[src/rtl/xs_arb_pkg.sv]
// xs_arb_pkg: shared types and constants for the memory port arbiter
package xs_arb_pkg;
    localparam int PERF_CNT_W = 32;
    // Read-tag id width covers the largest supported requester count (8)
    localparam int RD_ID_W = 3;
    typedef enum logic {WAIT_INIT, RUN} arb_state_e;
    typedef struct packed {
        logic               valid;
        logic [RD_ID_W-1:0] id;
    } rd_tag_t;
endpackage

[src/rtl/xs_mem_port_arbiter_if.sv]
// xs_mem_port_arbiter_if: requester and DPI memory port signals of the arbiter
interface xs_mem_port_arbiter_if #(
    parameter int NUM_REQ = 4,
    parameter int IDX_W   = 64,
    parameter int DATA_W  = 64
);
    logic [NUM_REQ-1:0]        req_valid;
    logic [NUM_REQ-1:0]        req_ready;
    logic [NUM_REQ-1:0]        req_write;
    logic [NUM_REQ*IDX_W-1:0]  req_index;
    logic [NUM_REQ*DATA_W-1:0] req_wdata;
    logic [NUM_REQ*DATA_W-1:0] req_wmask;
    logic [NUM_REQ-1:0]        rsp_valid;
    logic [DATA_W-1:0]         rsp_data;
    logic                      mem_r_enable;
    logic [IDX_W-1:0]          mem_r_index;
    logic [DATA_W-1:0]         mem_r_data;
    logic                      mem_w_enable;
    logic [IDX_W-1:0]          mem_w_index;
    logic [DATA_W-1:0]         mem_w_data;
    logic [DATA_W-1:0]         mem_w_mask;
    modport slave (
        input  req_valid, req_write, req_index, req_wdata, req_wmask, mem_r_data,
        output req_ready, rsp_valid, rsp_data, mem_r_enable, mem_r_index,
               mem_w_enable, mem_w_index, mem_w_data, mem_w_mask
    );
    modport master (
        output req_valid, req_write, req_index, req_wdata, req_wmask, mem_r_data,
        input  req_ready, rsp_valid, rsp_data, mem_r_enable, mem_r_index,
               mem_w_enable, mem_w_index, mem_w_data, mem_w_mask
    );
endinterface

[src/rtl/xs_rr_pick.sv]
// xs_rr_pick: combinational round-robin picker, first set request at or above ptr (wrapping)
module xs_rr_pick #(
    parameter  int N  = 4,
    localparam int IW = $clog2(N)
) (
    input  logic [N-1:0]  req,
    input  logic [IW-1:0] ptr,
    output logic [N-1:0]  gnt,
    output logic [IW-1:0] idx
);
    // Scan offsets from farthest to nearest so the nearest set request wins
    always_comb begin
        gnt = '0;
        idx = '0;
        for (int k = N - 1; k >= 0; k--) begin
            if (req[IW'((int'(ptr) + k) % N)]) begin
                gnt = N'(1) << ((int'(ptr) + k) % N);
                idx = IW'((int'(ptr) + k) % N);
            end
        end
    end
endmodule

[src/rtl/xs_mem_port_arbiter.sv]
// xs_mem_port_arbiter: round-robin sharing of one DPI read/write port pair; XS_ARB_PERF_EN adds grant counters
module xs_mem_port_arbiter
    import xs_arb_pkg::*;
#(
    parameter int NUM_REQ  = 4,
    parameter int IDX_W    = 64,
    parameter int DATA_W   = 64,
    parameter int READ_LAT = 1
) (
    input  logic clk,
    input  logic rst_n,
    input  logic enable,
    input  logic init_done,
    xs_mem_port_arbiter_if.slave bus,
`ifdef XS_ARB_PERF_EN
    input  logic perf_clr,
    output logic [NUM_REQ*PERF_CNT_W-1:0] perf_grant_cnt,
`endif
    output logic busy
);
    localparam int IW = $clog2(NUM_REQ);

    arb_state_e                  state_q, state_d;
    logic [IW-1:0]               rr_ptr_q, rr_ptr_d, pick_idx;
    logic [NUM_REQ-1:0]          pick_gnt, ready, hs_vec;
    logic                        hs, hs_wr;
    logic                        mem_r_enable_q, mem_r_enable_d, mem_w_enable_q, mem_w_enable_d;
    logic [IDX_W-1:0]            mem_r_index_q, mem_r_index_d, mem_w_index_q, mem_w_index_d;
    logic [DATA_W-1:0]           mem_w_data_q, mem_w_data_d, mem_w_mask_q, mem_w_mask_d;
    rd_tag_t                     iss_q, iss_d;
    rd_tag_t [READ_LAT-1:0]      sr_q, sr_d;
    logic [NUM_REQ-1:0]          rsp_valid_q, rsp_valid_d;
    logic [DATA_W-1:0]           rsp_data_q, rsp_data_d;

    xs_rr_pick #(.N(NUM_REQ)) u_pick (
        .req (bus.req_valid),
        .ptr (rr_ptr_q),
        .gnt (pick_gnt),
        .idx (pick_idx)
    );

    assign ready  = (state_q == RUN && enable) ? pick_gnt : '0;
    assign hs_vec = bus.req_valid & ready;
    assign hs     = |hs_vec;
    assign hs_wr  = bus.req_write[pick_idx];

    // Next-state: FSM, pointer advance, issue stage and read-return pipeline
    always_comb begin
        state_d        = !init_done ? WAIT_INIT : (enable ? RUN : state_q);
        rr_ptr_d       = hs ? IW'((int'(pick_idx) + 1) % NUM_REQ) : rr_ptr_q;
        mem_w_enable_d = hs & hs_wr;
        mem_r_enable_d = hs & ~hs_wr;
        mem_w_index_d  = mem_w_enable_d ? bus.req_index[int'(pick_idx)*IDX_W +: IDX_W] : mem_w_index_q;
        mem_w_data_d   = mem_w_enable_d ? bus.req_wdata[int'(pick_idx)*DATA_W +: DATA_W] : mem_w_data_q;
        mem_w_mask_d   = mem_w_enable_d ? bus.req_wmask[int'(pick_idx)*DATA_W +: DATA_W] : mem_w_mask_q;
        mem_r_index_d  = mem_r_enable_d ? bus.req_index[int'(pick_idx)*IDX_W +: IDX_W] : mem_r_index_q;
        iss_d.valid    = mem_r_enable_d;
        iss_d.id       = RD_ID_W'(pick_idx);
        sr_d           = sr_q;
        sr_d[0]        = iss_q;
        for (int k = 1; k < READ_LAT; k++) sr_d[k] = sr_q[k-1];
        rsp_valid_d    = sr_q[READ_LAT-1].valid ? NUM_REQ'(1) << sr_q[READ_LAT-1].id : '0;
        rsp_data_d     = sr_q[READ_LAT-1].valid ? bus.mem_r_data : rsp_data_q;
    end

    // Register all state; reset drops anything in flight
    always_ff @(posedge clk or negedge rst_n) begin
        if (!rst_n) begin
            state_q        <= WAIT_INIT;
            rr_ptr_q       <= '0;
            mem_r_enable_q <= 1'b0;
            mem_w_enable_q <= 1'b0;
            mem_r_index_q  <= '0;
            mem_w_index_q  <= '0;
            mem_w_data_q   <= '0;
            mem_w_mask_q   <= '0;
            iss_q          <= '0;
            sr_q           <= '0;
            rsp_valid_q    <= '0;
            rsp_data_q     <= '0;
        end else begin
            state_q        <= state_d;
            rr_ptr_q       <= rr_ptr_d;
            mem_r_enable_q <= mem_r_enable_d;
            mem_w_enable_q <= mem_w_enable_d;
            mem_r_index_q  <= mem_r_index_d;
            mem_w_index_q  <= mem_w_index_d;
            mem_w_data_q   <= mem_w_data_d;
            mem_w_mask_q   <= mem_w_mask_d;
            iss_q          <= iss_d;
            sr_q           <= sr_d;
            rsp_valid_q    <= rsp_valid_d;
            rsp_data_q     <= rsp_data_d;
        end
    end

    // A read is in flight while any issue or return stage holds a valid tag
    always_comb begin
        busy = iss_q.valid;
        for (int k = 0; k < READ_LAT; k++) busy = busy | sr_q[k].valid;
    end

    assign bus.req_ready    = ready;
    assign bus.rsp_valid    = rsp_valid_q;
    assign bus.rsp_data     = rsp_data_q;
    assign bus.mem_r_enable = mem_r_enable_q;
    assign bus.mem_r_index  = mem_r_index_q;
    assign bus.mem_w_enable = mem_w_enable_q;
    assign bus.mem_w_index  = mem_w_index_q;
    assign bus.mem_w_data   = mem_w_data_q;
    assign bus.mem_w_mask   = mem_w_mask_q;

`ifdef XS_ARB_PERF_EN
    logic [NUM_REQ-1:0][PERF_CNT_W-1:0] cnt_q, cnt_d;

    // Saturating per-requester handshake counters; clear wins over increment
    always_comb begin
        for (int i = 0; i < NUM_REQ; i++)
            cnt_d[i] = perf_clr ? '0 : ((hs_vec[i] && !(&cnt_q[i])) ? cnt_q[i] + 1'b1 : cnt_q[i]);
    end

    // Counter storage
    always_ff @(posedge clk or negedge rst_n) begin
        if (!rst_n) cnt_q <= '0;
        else        cnt_q <= cnt_d;
    end

    assign perf_grant_cnt = cnt_q;
`endif
endmodule

[src/flat_wrapper.sv]
// flat-port wrapper written by rule: the top's interface ports become plain ports
module xs_mem_port_arbiter_flat import xs_arb_pkg::*;
#(
    parameter int NUM_REQ  = 4,
    parameter int IDX_W    = 64,
    parameter int DATA_W   = 64,
    parameter int READ_LAT = 1
)
  (clk, rst_n, enable, init_done, busy, bus_req_valid, bus_req_write, bus_req_index, bus_req_wdata, bus_req_wmask, bus_mem_r_data, bus_req_ready, bus_rsp_valid, bus_rsp_data, bus_mem_r_enable, bus_mem_r_index, bus_mem_w_enable, bus_mem_w_index, bus_mem_w_data, bus_mem_w_mask);
  xs_mem_port_arbiter_if #(.NUM_REQ(NUM_REQ), .IDX_W(IDX_W), .DATA_W(DATA_W)) bus_i ();
  input  logic clk;
  input  logic rst_n;
  input  logic enable;
  input  logic init_done;
  output logic busy;
  input wire logic [$bits(bus_i.req_valid)-1:0] bus_req_valid;
  input wire logic [$bits(bus_i.req_write)-1:0] bus_req_write;
  input wire logic [$bits(bus_i.req_index)-1:0] bus_req_index;
  input wire logic [$bits(bus_i.req_wdata)-1:0] bus_req_wdata;
  input wire logic [$bits(bus_i.req_wmask)-1:0] bus_req_wmask;
  input wire logic [$bits(bus_i.mem_r_data)-1:0] bus_mem_r_data;
  output wire logic [$bits(bus_i.req_ready)-1:0] bus_req_ready;
  output wire logic [$bits(bus_i.rsp_valid)-1:0] bus_rsp_valid;
  output wire logic [$bits(bus_i.rsp_data)-1:0] bus_rsp_data;
  output wire logic [$bits(bus_i.mem_r_enable)-1:0] bus_mem_r_enable;
  output wire logic [$bits(bus_i.mem_r_index)-1:0] bus_mem_r_index;
  output wire logic [$bits(bus_i.mem_w_enable)-1:0] bus_mem_w_enable;
  output wire logic [$bits(bus_i.mem_w_index)-1:0] bus_mem_w_index;
  output wire logic [$bits(bus_i.mem_w_data)-1:0] bus_mem_w_data;
  output wire logic [$bits(bus_i.mem_w_mask)-1:0] bus_mem_w_mask;
  assign bus_i.req_valid = bus_req_valid;
  assign bus_i.req_write = bus_req_write;
  assign bus_i.req_index = bus_req_index;
  assign bus_i.req_wdata = bus_req_wdata;
  assign bus_i.req_wmask = bus_req_wmask;
  assign bus_i.mem_r_data = bus_mem_r_data;
  assign bus_req_ready = bus_i.req_ready;
  assign bus_rsp_valid = bus_i.rsp_valid;
  assign bus_rsp_data = bus_i.rsp_data;
  assign bus_mem_r_enable = bus_i.mem_r_enable;
  assign bus_mem_r_index = bus_i.mem_r_index;
  assign bus_mem_w_enable = bus_i.mem_w_enable;
  assign bus_mem_w_index = bus_i.mem_w_index;
  assign bus_mem_w_data = bus_i.mem_w_data;
  assign bus_mem_w_mask = bus_i.mem_w_mask;
  xs_mem_port_arbiter #(.NUM_REQ(NUM_REQ), .IDX_W(IDX_W), .DATA_W(DATA_W), .READ_LAT(READ_LAT)) u_core (.clk(clk), .rst_n(rst_n), .enable(enable), .init_done(init_done), .bus(bus_i), .busy(busy));
endmodule
[config.mk]
export PLATFORM = sky130hd
export DESIGN_NAME = xs_mem_port_arbiter_flat
export DESIGN_NICKNAME = d
export VERILOG_FILES = /design/src/rtl/xs_arb_pkg.sv /design/src/rtl/xs_mem_port_arbiter_if.sv /design/src/rtl/xs_rr_pick.sv /design/src/rtl/xs_mem_port_arbiter.sv /design/src/flat_wrapper.sv
export SDC_FILE = /design/constraint.sdc
export NUM_CORES = 1
export LEC_CHECK = 0
export ABC_AREA = 1
export BUFFER_PORTS_ARGS = -buffer_cell sky130_fd_sc_hd__buf_2
export CORE_AREA = 2 2 452 454
export DETAILED_ROUTE_END_ITERATION = 8
export DIE_AREA = 0 0 454 456
export PLACE_DENSITY = 0.36
export SYNTH_ARGS = -nofsm -noshare
export SYNTH_HDL_FRONTEND = slang
export SYNTH_SLANG_ARGS = --single-unit
[constraint.sdc]
create_clock -name clk -period 3.15 [get_ports clk]
set_clock_uncertainty 0.05 [all_clocks]
set_input_delay 0.1575 -clock clk [delete_from_list [all_inputs] [get_ports clk]]
set_output_delay 0.1575 -clock clk [all_outputs]
set_load 0.1 [all_outputs]
# == Word level (Yosys, flattened, before mapping) ==
# Index checks and enable logic that the tools add are counted.
# op_classes
n_addsub,4
order_cmp,5
eq_ne,1
shifts,8
n_mux,26
n_bitwise,8
n_reduce_logical,5
# ops
op,n
256-bit by 9-bit variable part select with 64-bit output,3
1-bit by 32-bit left shift with 4-bit output (first input constant),3
4-bit two-way mux,6
2-bit by 4-bit less-than comparator with 1-bit output (second input constant),4
1-bit two-way mux,11
1-bit binary-select mux with 2-bit select,5
2-bit two-way mux,4
1-bit by 2-bit left shift with 4-bit output (first input constant),2
2-bit OR reduction,3
2-bit by 1-bit adder with 2-bit output (second input constant),2
2-bit adder (second input constant),2
4-bit AND,1
4-bit OR reduction,1
1-bit AND (first input constant),3
2-bit by 3-bit less-than comparator with 1-bit output (second input constant),1
1-bit AND,2
2-bit inequality test (second input constant),1
1-bit logical AND,1
1-bit inverter,1
1-bit bitwise OR,1
# word_totals
ff_bits,334
input_bits,844
out_inout_bits,331
wordCells,70

# == Depth between registers and ports, before layout ==
# Gate-level depths: netlist of run 1.
# logic_depth
ltp_word,12
depth_mapped,20
depth_no_buf,16

# == By module ==
# Synthesis of run 1 repeated with hierarchy kept, for this count alone.
# unflattened
hier_cells,3002
hier_area_um2,20118.0
# modules_own_cells
mod,n_inst,cells_per_inst,area_per_inst_um2,seq_area_each_um2
xs_mem_port_arbiter,1,2919,19635.1,8358.0
xs_rr_pick,1,83,483.0,0.0

# == Worst setup path before layout of run 1 ==
# Ideal clock, no wire load.
# synth_timing
path_kind,register -> register
from,register u_core.rr_ptr_q[0]
to,"register u_core.mem_r_index_q[14], in the netlist u_core.bus.mem_r_index[14]"
setup_time_ns,0.122
arrival_ns,2.338
required_ns,2.978
slack_ns,0.640
stages_incl_launch_ff,21
path_buffers,4
period_less_slack_ns,2.510
path_cell_list,dfrtp_1 > buf_6 > inv_4 > ha_1 > inv_1 > nand3_2 > nand2_4 > inv_2 > nand2_1 > nand2_1 > nand2_2 > nand2_2 > buf_4 > nand2_1 > nand3_1 > nand2_1 > nand2_1 > buf_4 > buf_2 > nand2_1 > nand2_1
# synth_between
elab_chain_len,12
elab_cells_between_ends,41
classes_between,add/sub (3); shift (5); mux (23); bitwise (6); reduce/logical (4)
# synth_rtl
element,line_no,text
from (decl),xs_mem_port_arbiter.sv:24,"logic [IW-1:0] rr_ptr_q, rr_ptr_d, pick_idx;"
from (signal assigned),xs_mem_port_arbiter.sv:83,rr_ptr_q <= rr_ptr_d;
branches (longest 12 deep; another with 2-bit adder),-,
to (signal assigned),xs_mem_port_arbiter.sv:86,mem_r_index_q <= mem_r_index_d;
to (decl),xs_mem_port_arbiter.sv:28,"logic [IDX_W-1:0] mem_r_index_q, mem_r_index_d, mem_w_index_q, mem_w_index_d;"
# Parallel ways; which one is timed is not known. The select of a mux whose other input is x is not followed.
# A chain may end at the register's enable or synchronous reset.

# == Worst setup path in the final report of run 1 ==
# layout_timing
from,register u_core.rr_ptr_q[0]
to,"register u_core.mem_w_data_q[39], in the netlist u_core.bus.mem_w_data[39]"
# layout_between
elab_chain_len,12
elab_cells_between_ends,40
classes_between,add/sub (3); shift (5); mux (23); bitwise (5); reduce/logical (4)
# layout_rtl
element,line_no,text
branches (longest 12 deep; another with 2-bit adder),-,
to (signal assigned),xs_mem_port_arbiter.sv:88,mem_w_data_q <= mem_w_data_d;
to (decl),xs_mem_port_arbiter.sv:29,"logic [DATA_W-1:0] mem_w_data_q, mem_w_data_d, mem_w_mask_q, mem_w_mask_d;"
# Parallel ways; which one is timed is not known. The select of a mux whose other input is x is not followed.

==> results of run 1 <==
## synth_stat cells
library cell  number
inv_1            790
clkbuf_1          44
o21ai_0            2
nor3_1             4
nand3_2            3
inv_4              1
xnor2_1            1
buf_2            177
nor2_1            13
or2_2              1
buf_1             20
buf_4             24
ha_1               8
a21oi_1            4
inv_2              8
nor2_2             1
nand2_2           11
nand2_4            1
nand3_1         1047
nand2_1         1314
buf_6              5
o21ai_1            2
dfrtp_1          334
o21a_1             1
## logic make-up after synthesis
kind of cell / count (synthesis) / share of synthesized area (%)
xor gates and xnor gates: 1 / 0.03769
and+or+nand+nor: 2395 / 44.59
adders and majority gates: 8 / 0.4307
buffers and inverters: 1069 / 18.78
DFF: 334 / 35.96
AOI/OAI and AO/OA: 9 / 0.2046
## routing by layer
layer / track usage, % / up-vias / wire length (um)
met3: 2.744 / 300 / 9260
li1: - / 15290 / -
met1: 17.85 / 15580 / 67830
met2: 29.82 / 1212 / 92110
met5: 0 / - / 121
met4: 7.079 / 20 / 8847
## sequential cells by signal (all words and copies together), names as in the netlist
signal                   cells
u_core.bus.mem_r_enable      1
u_core.bus.mem_r_index      64
u_core.bus.mem_w_mask       64
u_core.bus.mem_w_index      64
u_core.rr_ptr_q              2
u_core.bus.rsp_data         64
u_core.state_q               1
u_core.bus.mem_w_enable      1
u_core.iss_q                 2
u_core.bus.rsp_valid         4
u_core.bus.mem_w_data       64
u_core.sr_q                  3
## timing repair
action | in CTS | in global routing
hold buffers | 709 | 0
endpoints found under the hold margin | 382 | 0
setup endpoints to repair | 0 | 16
resized for setup | 0 | 20
setup buffers | 0 | 19
## metrics by stage
| stage | hold slack [ns] | setup slack (ns) | setup TNS (ns) | cell area, um2 | utilization [%] |
|---|---|---|---|---|---|
| after floorplan | -0.1881 | 0.6403 | 0 | 23240 | - |
| after global routing | 0.04158 | -0.0001401 | -0.0001401 | 42520 | 21.08 |
| after detailed placement | 0.2246 | 0.1519 | 0 | 33010 | 16.36 |
| after global placement | 0.2164 | 0.1825 | 0 | 33010 | 16.36 |
| after CTS | 0.0001907 | 0.01983 | 0 | 41980 | 20.82 |
| final | 0.03161 | 0.1301 | 0 | 42540 | 21.09 |
## final cells by class
cell class,instances,area [um2],area share (%)
inverter,799,3012,7.080
antenna,22,55.05,0.1294
timing repair buffer,2062,15250,35.85
multi-input combinational,2413,10640,25.01
tap,2672,3343,7.859
sequential,334,8359,19.65
clock inverter,29,442.9,1.041
clock buffer,65,1438,3.380
## worst min path at each step
| stage | start | to | slack (ns) | depth (start not counted) |
|---|---|---|---|---|
| 2_1_floorplan | rst_n | u_core.bus.mem_r_enable | -0.19 | 0 |
| 3_3_place_gp | rst_n | u_core.bus.rsp_data[24] | 0.22 | 1 |
| 3_5_place_dp | rst_n | u_core.bus.rsp_data[24] | 0.22 | 1 |
| 4_1_cts | bus_req_wmask[214] | u_core.bus.mem_w_mask[22] | 0.0002 | 7 |
| 5_1_grt | bus_req_wdata[79] | u_core.bus.mem_w_data[15] | 0.04 | 7 |
| 6_report | rst_n | u_core.bus.rsp_data[24] | 0.03 | 2 |
## cells in the final DEF (no fill, tap or decap), types with 3 or more instances in the layout
master and n:
nand2_1 1311, buf_12 42, ha_1 7, clkbuf_16 59, dlygate4sd3_1 709, nand3_2 3
nand3_1 1047, nand2_4 4, buf_4 112, clkinv_4 4, buf_6 5, inv_2 7
buf_2 1173, clkinv_2 9, nor3_1 4, dfrtp_1 333, diode_2 22, buf_16 11
clkinvlp_4 3, a21oi_1 4, clkbuf_8 13, bufinv_16 8, nor2_1 12, nand2_2 5
nand2_8 6, inv_1 789
## worst register-to-register path: cells and delay by family, from the launching register on
kind | cells | cell delay, ns
buf+inv | 6 | 1.41
simple gates | 10 | 1.03
flops | 1 | 0.41
==> flow_metrics.env, run 1 <==
export IMPL_status="completed"
export IMPL_drtIter0Drc=2191
export IMPL_clk_pin_slew_ns=0.06
export IMPL_port_buffer_count=1174
export IMPL_syn_area_per_cell_um2=6.091
export IMPL_wl_um=178200
export IMPL_dr_pass1_iters=8
export IMPL_wl_per_cell_um=21.22
export IMPL_timing_rr_end="u_core.bus.mem_w_data[39]"
export IMPL_grt_overflow=0
export IMPL_grt_pass1_vias=32660
export IMPL_areaGrowthSynthToFinish_pct=83.02
export IMPL_final_antenna_net_count=0
export IMPL_ctsHtreeMaxLevel=2
export IMPL_synth_cells=3816
export IMPL_crit_end="u_core.bus.mem_w_data[39]"
export IMPL_layout_drive_gt1_share_pct=25.92
export IMPL_vias=32400
export IMPL_die_h_um=456
export IMPL_synth_top_cell_area_share_pct=35.96
export IMPL_cpLargestDelayFamily="buffers and inverters"
export IMPL_worst_pin_slew_ns=0.8888
export IMPL_period_needed_ns=3.020
export IMPL_path_cells="inv_4, buf_4, nand2_2, nand3_2, nand2_2, inv_4, nand2_1, nand2_8, buf_16, buf_12, nand3_1, nand3_1, dlygate4sd3_1, nand2_1, nand3_1, nand2_1"
export IMPL_ys_warn_count=0
export IMPL_hold_viol=0
export IMPL_relSlewSlack_pct=40.75
export IMPL_fp_coreArea_mm2=0.2017
export IMPL_grt_max_degree=84
export IMPL_cts_tree="done"
export IMPL_nFillCells=23070
export IMPL_cts_root_buffer="clkbuf_16"
export IMPL_ioPinCount=1175
export IMPL_timing_final_crit_share_pct=95.87
export IMPL_required_ns=3.66
export IMPL_gp_congestion=0.9202
export IMPL_grtUsageTotal_pct=16.13
export IMPL_grt_pass1_wl_um=240300
export IMPL_startpoint="u_core.rr_ptr_q[0]"
export IMPL_worst_path_buf_inv=6
export IMPL_worstSetupPathDepth=16
export IMPL_path_class="reg -> reg"
export IMPL_synth_cell_area_mm2=0.02324
export IMPL_fp_row_count=165
export IMPL_dieArea_mm2=0.2070
export IMPL_start_kind="flip-flop"
export IMPL_cp_arrival_ns=3.53
export IMPL_hpwl_um=137100
export IMPL_synth_fp_nets=4668
export IMPL_synthDistinctLibCells=24
export IMPL_path_max_fanout=43
export IMPL_ff2ff_path_depth=16
export IMPL_fin_cells=8396
export IMPL_cp_slowest_cell="dlygate4sd3_1"
export IMPL_synthTopCellsByArea="dfrtp_1, nand3_1, nand2_1"
export IMPL_die_w_um=454
export IMPL_synth_seq_cells=334
export IMPL_setup_viol=0
export IMPL_nets=6512
export IMPL_drc=0
export IMPL_maxCapViolCount=0
export IMPL_cts_buffers=50
export IMPL_yosys_area_top_type="dfrtp_1"
export IMPL_yosysSeqAreaShare_pct=35.96
export IMPL_reg2reg_from="u_core.rr_ptr_q[0]"
export IMPL_placedCellCount=7543
export IMPL_clk_latency_ns=0.68
export IMPL_fmax_mhz=331.1
export IMPL_hp_class="in -> async"
export IMPL_antenna_found_initial=46
export IMPL_worstSetupEndpointType="flip-flop"
export IMPL_reg2reg_setup_slack_ns=0.13
export IMPL_vias_per_cell=3.859
export IMPL_slew_violations=0
export IMPL_clkSinkCount=334
export IMPL_start_util_pct=11.52
export IMPL_cts_buffer_depth=3
export IMPL_cpPeakStageDelay_ns=0.56
Power of run 1 is not shown: default switching activity piles up to over one toggle a cycle in this logic, so the estimate is an artifact.
==> run 2, diff against run 1 <==
--- a/config.mk
+++ b/config.mk
@@ -7,9 +7,9 @@
 export LEC_CHECK = 0
 export ABC_AREA = 1
 export BUFFER_PORTS_ARGS = -buffer_cell sky130_fd_sc_hd__buf_2
-export CORE_AREA = 2 2 452 454
+export CORE_AREA = 2 2 464 466
 export DETAILED_ROUTE_END_ITERATION = 8
-export DIE_AREA = 0 0 454 456
+export DIE_AREA = 0 0 466 468
 export PLACE_DENSITY = 0.36
 export SYNTH_ARGS = -nofsm -noshare
 export SYNTH_HDL_FRONTEND = slang
==> constraint.sdc (replaced) <==
create_clock -name clk -period 3.15 [get_ports clk]
set_clock_uncertainty 0.05 [all_clocks]
set_input_delay 0.315 -clock clk [delete_from_list [all_inputs] [get_ports clk]]
set_output_delay 0.315 -clock clk [all_outputs]
set_load 0.1 [all_outputs]
==> run 2 against run 1 <==
Net effect: wire length fell by 2.8%; non-clock buffer count fell by 595; cell area fell by 14%; worst hold slack improved by 0.039 ns; via count fell by 9.4%; die area rose by 5.3%; first-iteration DRC count fell by 28%; global-route usage fell by 1.1 points; final cell count fell by 5.3%; worst setup slack improved by 0.074 ns; highest routed layer unchanged; critical endpoint is now u_core.bus.mem_w_data[15]; sequential share of layout area rose by 3.3 points; core utilization fell by 4.0 points.
==> flow_metrics.env, run 2 (same netlist as run 1, synthesis figures left out) <==
export IMPL_path_cells="inv_4, ha_1, inv_1, nand3_2, nand2_4, inv_2, o21ai_1, buf_4, nand2_8, nand2_8, buf_16, buf_12, nand2_1, nand3_1, nand2_1, nand3_1, nand2_1"
export IMPL_vias=29350
export IMPL_wl_per_cell_um=21.79
export IMPL_worstSetupEndpointType="flip-flop"
export IMPL_dieArea_mm2=0.2181
export IMPL_grt_pass1_wl_um=231400
export IMPL_ioPinCount=1175
export IMPL_hold_viol=0
export IMPL_worst_pin_slew_ns=0.7653
export IMPL_worst_path_buf_inv=6
export IMPL_cpMostUsedCell="nand2_1"
export IMPL_final_area_mm2=0.03649
export IMPL_grt_pass1_vias=29320
export IMPL_final_common_cell="nand2_1"
export IMPL_vias_per_cell=3.693
export IMPL_grtUsageTotal_pct=15.06
export IMPL_fp_coreArea_mm2=0.2133
export IMPL_path_max_fanout=19
export IMPL_gp_congestion=0.9091
export IMPL_cp_arrival_ns=3.44
export IMPL_cts_buffer_depth=3
export IMPL_cts_buffers=47
export IMPL_required_ns=3.64
export IMPL_start_util_pct=10.89
export IMPL_wl_um=173200
export IMPL_clk_pin_slew_ns=0.07
export IMPL_cpLargestDelayFamily="simple AND/OR/NAND/NOR gates"
export IMPL_place_area_mm2=0.03340
export IMPL_fp_row_count=170
export IMPL_final_antenna_net_count=0
export IMPL_cp_slowest_cell="dfrtp_1"
export IMPL_min_from="bus_req_wdata[221]"
export IMPL_startpoint="u_core.rr_ptr_q[0]"
export IMPL_path_class="reg -> reg"
export IMPL_period_needed_ns=2.946
export IMPL_slew_violations=0
export IMPL_timing_final_crit_share_pct=93.52
export IMPL_die_w_um=466
export IMPL_maxCapViolCount=0
export IMPL_start_kind="flip-flop"
export IMPL_nFillCells=24950
export IMPL_relSlewSlack_pct=48.98
export IMPL_grt_overflow=0
export IMPL_fmax_mhz=339.4
export IMPL_cts_root_buffer="clkbuf_16"
export IMPL_cpPeakStageDelay_ns=0.39
export IMPL_cts_tree="done"
export IMPL_areaGrowthSynthToFinish_pct=56.98
export IMPL_clk_latency_ns=0.66
export IMPL_grt_max_degree=76
export IMPL_setup_viol=0
export IMPL_drtIter0Drc=1581
export IMPL_reg2reg_from="u_core.rr_ptr_q[0]"
export IMPL_final_cell_mix="nand2_1, buf_2, nand3_1, inv_1, dfrtp_1"
export IMPL_port_buffer_count=1174
export IMPL_antenna_found_initial=100
export IMPL_hold_slack_ns=0.07104
export IMPL_nets=5914
export IMPL_hp_class="in -> reg"
export IMPL_ctsHtreeMaxLevel=2
export IMPL_drc=0
export IMPL_hpwl_um=143400
export IMPL_status="completed"
export IMPL_clkSinkCount=334
export IMPL_layout_drive_gt1_share_pct=28.57
export IMPL_die_h_um=468
export IMPL_rsz0062_at_grt="yes"
export IMPL_dr_pass1_iters=5
## run 2: stage by stage
stage	setup TNS, ns	cells	util (%)	setup slack (ns)
detailed placement	0	7726	15.66	0.1415
CTS	0	7930	16.99	0.01790
global route	-0.01175	7938	17.09	-0.005896
finish	0	7949	17.10	0.2040
floorplan	0	3816	-	0.6403
global placement	0	7726	15.66	0.1229
## run 2: worst paths after layout
| path | to | slack, ns | cells after the start |
|---|---|---|---|
| max | u_core.bus.mem_w_data[15] | 0.20 | 17 |
| min | u_core.bus.mem_w_data[29] | 0.07 | 7 |
| max reg2reg | u_core.bus.mem_w_data[15] | 0.20 | 17 |
| min reg2reg | u_core.sr_q[0] | 0.29 | 0 |
| max in group asynchronous | u_core.bus.mem_w_index[1] | 1.92 | 3 |
| min in group asynchronous | u_core.bus.mem_w_index[44] | 0.24 | 2 |
## run 2: repair_timing
action / in CTS / in global routing
hold buffers: 121 / 0
hold endpoints to repair: 167 / 0
buffers inserted: 0 / 1
endpoints found under the setup margin: 0 / 41
gates resized for setup: 0 / 21
## run 2: area by class of cell
cell class / instances / area (um2) / share of cell area [%]
Antenna cell: 15 / 37.54 / 0.1029
Clock inverter: 19 / 307.8 / 0.8436
Sequential cell: 334 / 8359 / 22.91
Inverter: 799 / 3009 / 8.247
Timing Repair Buffer: 1467 / 9246 / 25.34
Tap cell: 2838 / 3551 / 9.732
Clock buffer: 64 / 1320 / 3.618
Multi-Input combinational cell: 2413 / 10660 / 29.20
## run 2: tightest hold or removal path, cell delays in order
cell and delay, ns:
buf_2 0.08, inv_1 0.04, nand2_1 0.06, nand3_1 0.06, nand2_1 0.06, nand3_1 0.08
nand2_1 0.06
## run 2: per-layer routing
layer  vias up  routed length, um  GRT usage [%]
met4        70               5568          3.975
met1     13770              66980          16.94
met2      1170              86580          27.41
met3       271              13650          4.458
met5         -                447              0
li1      14070                  -              -
Power of run 2 is left out for the same reason.
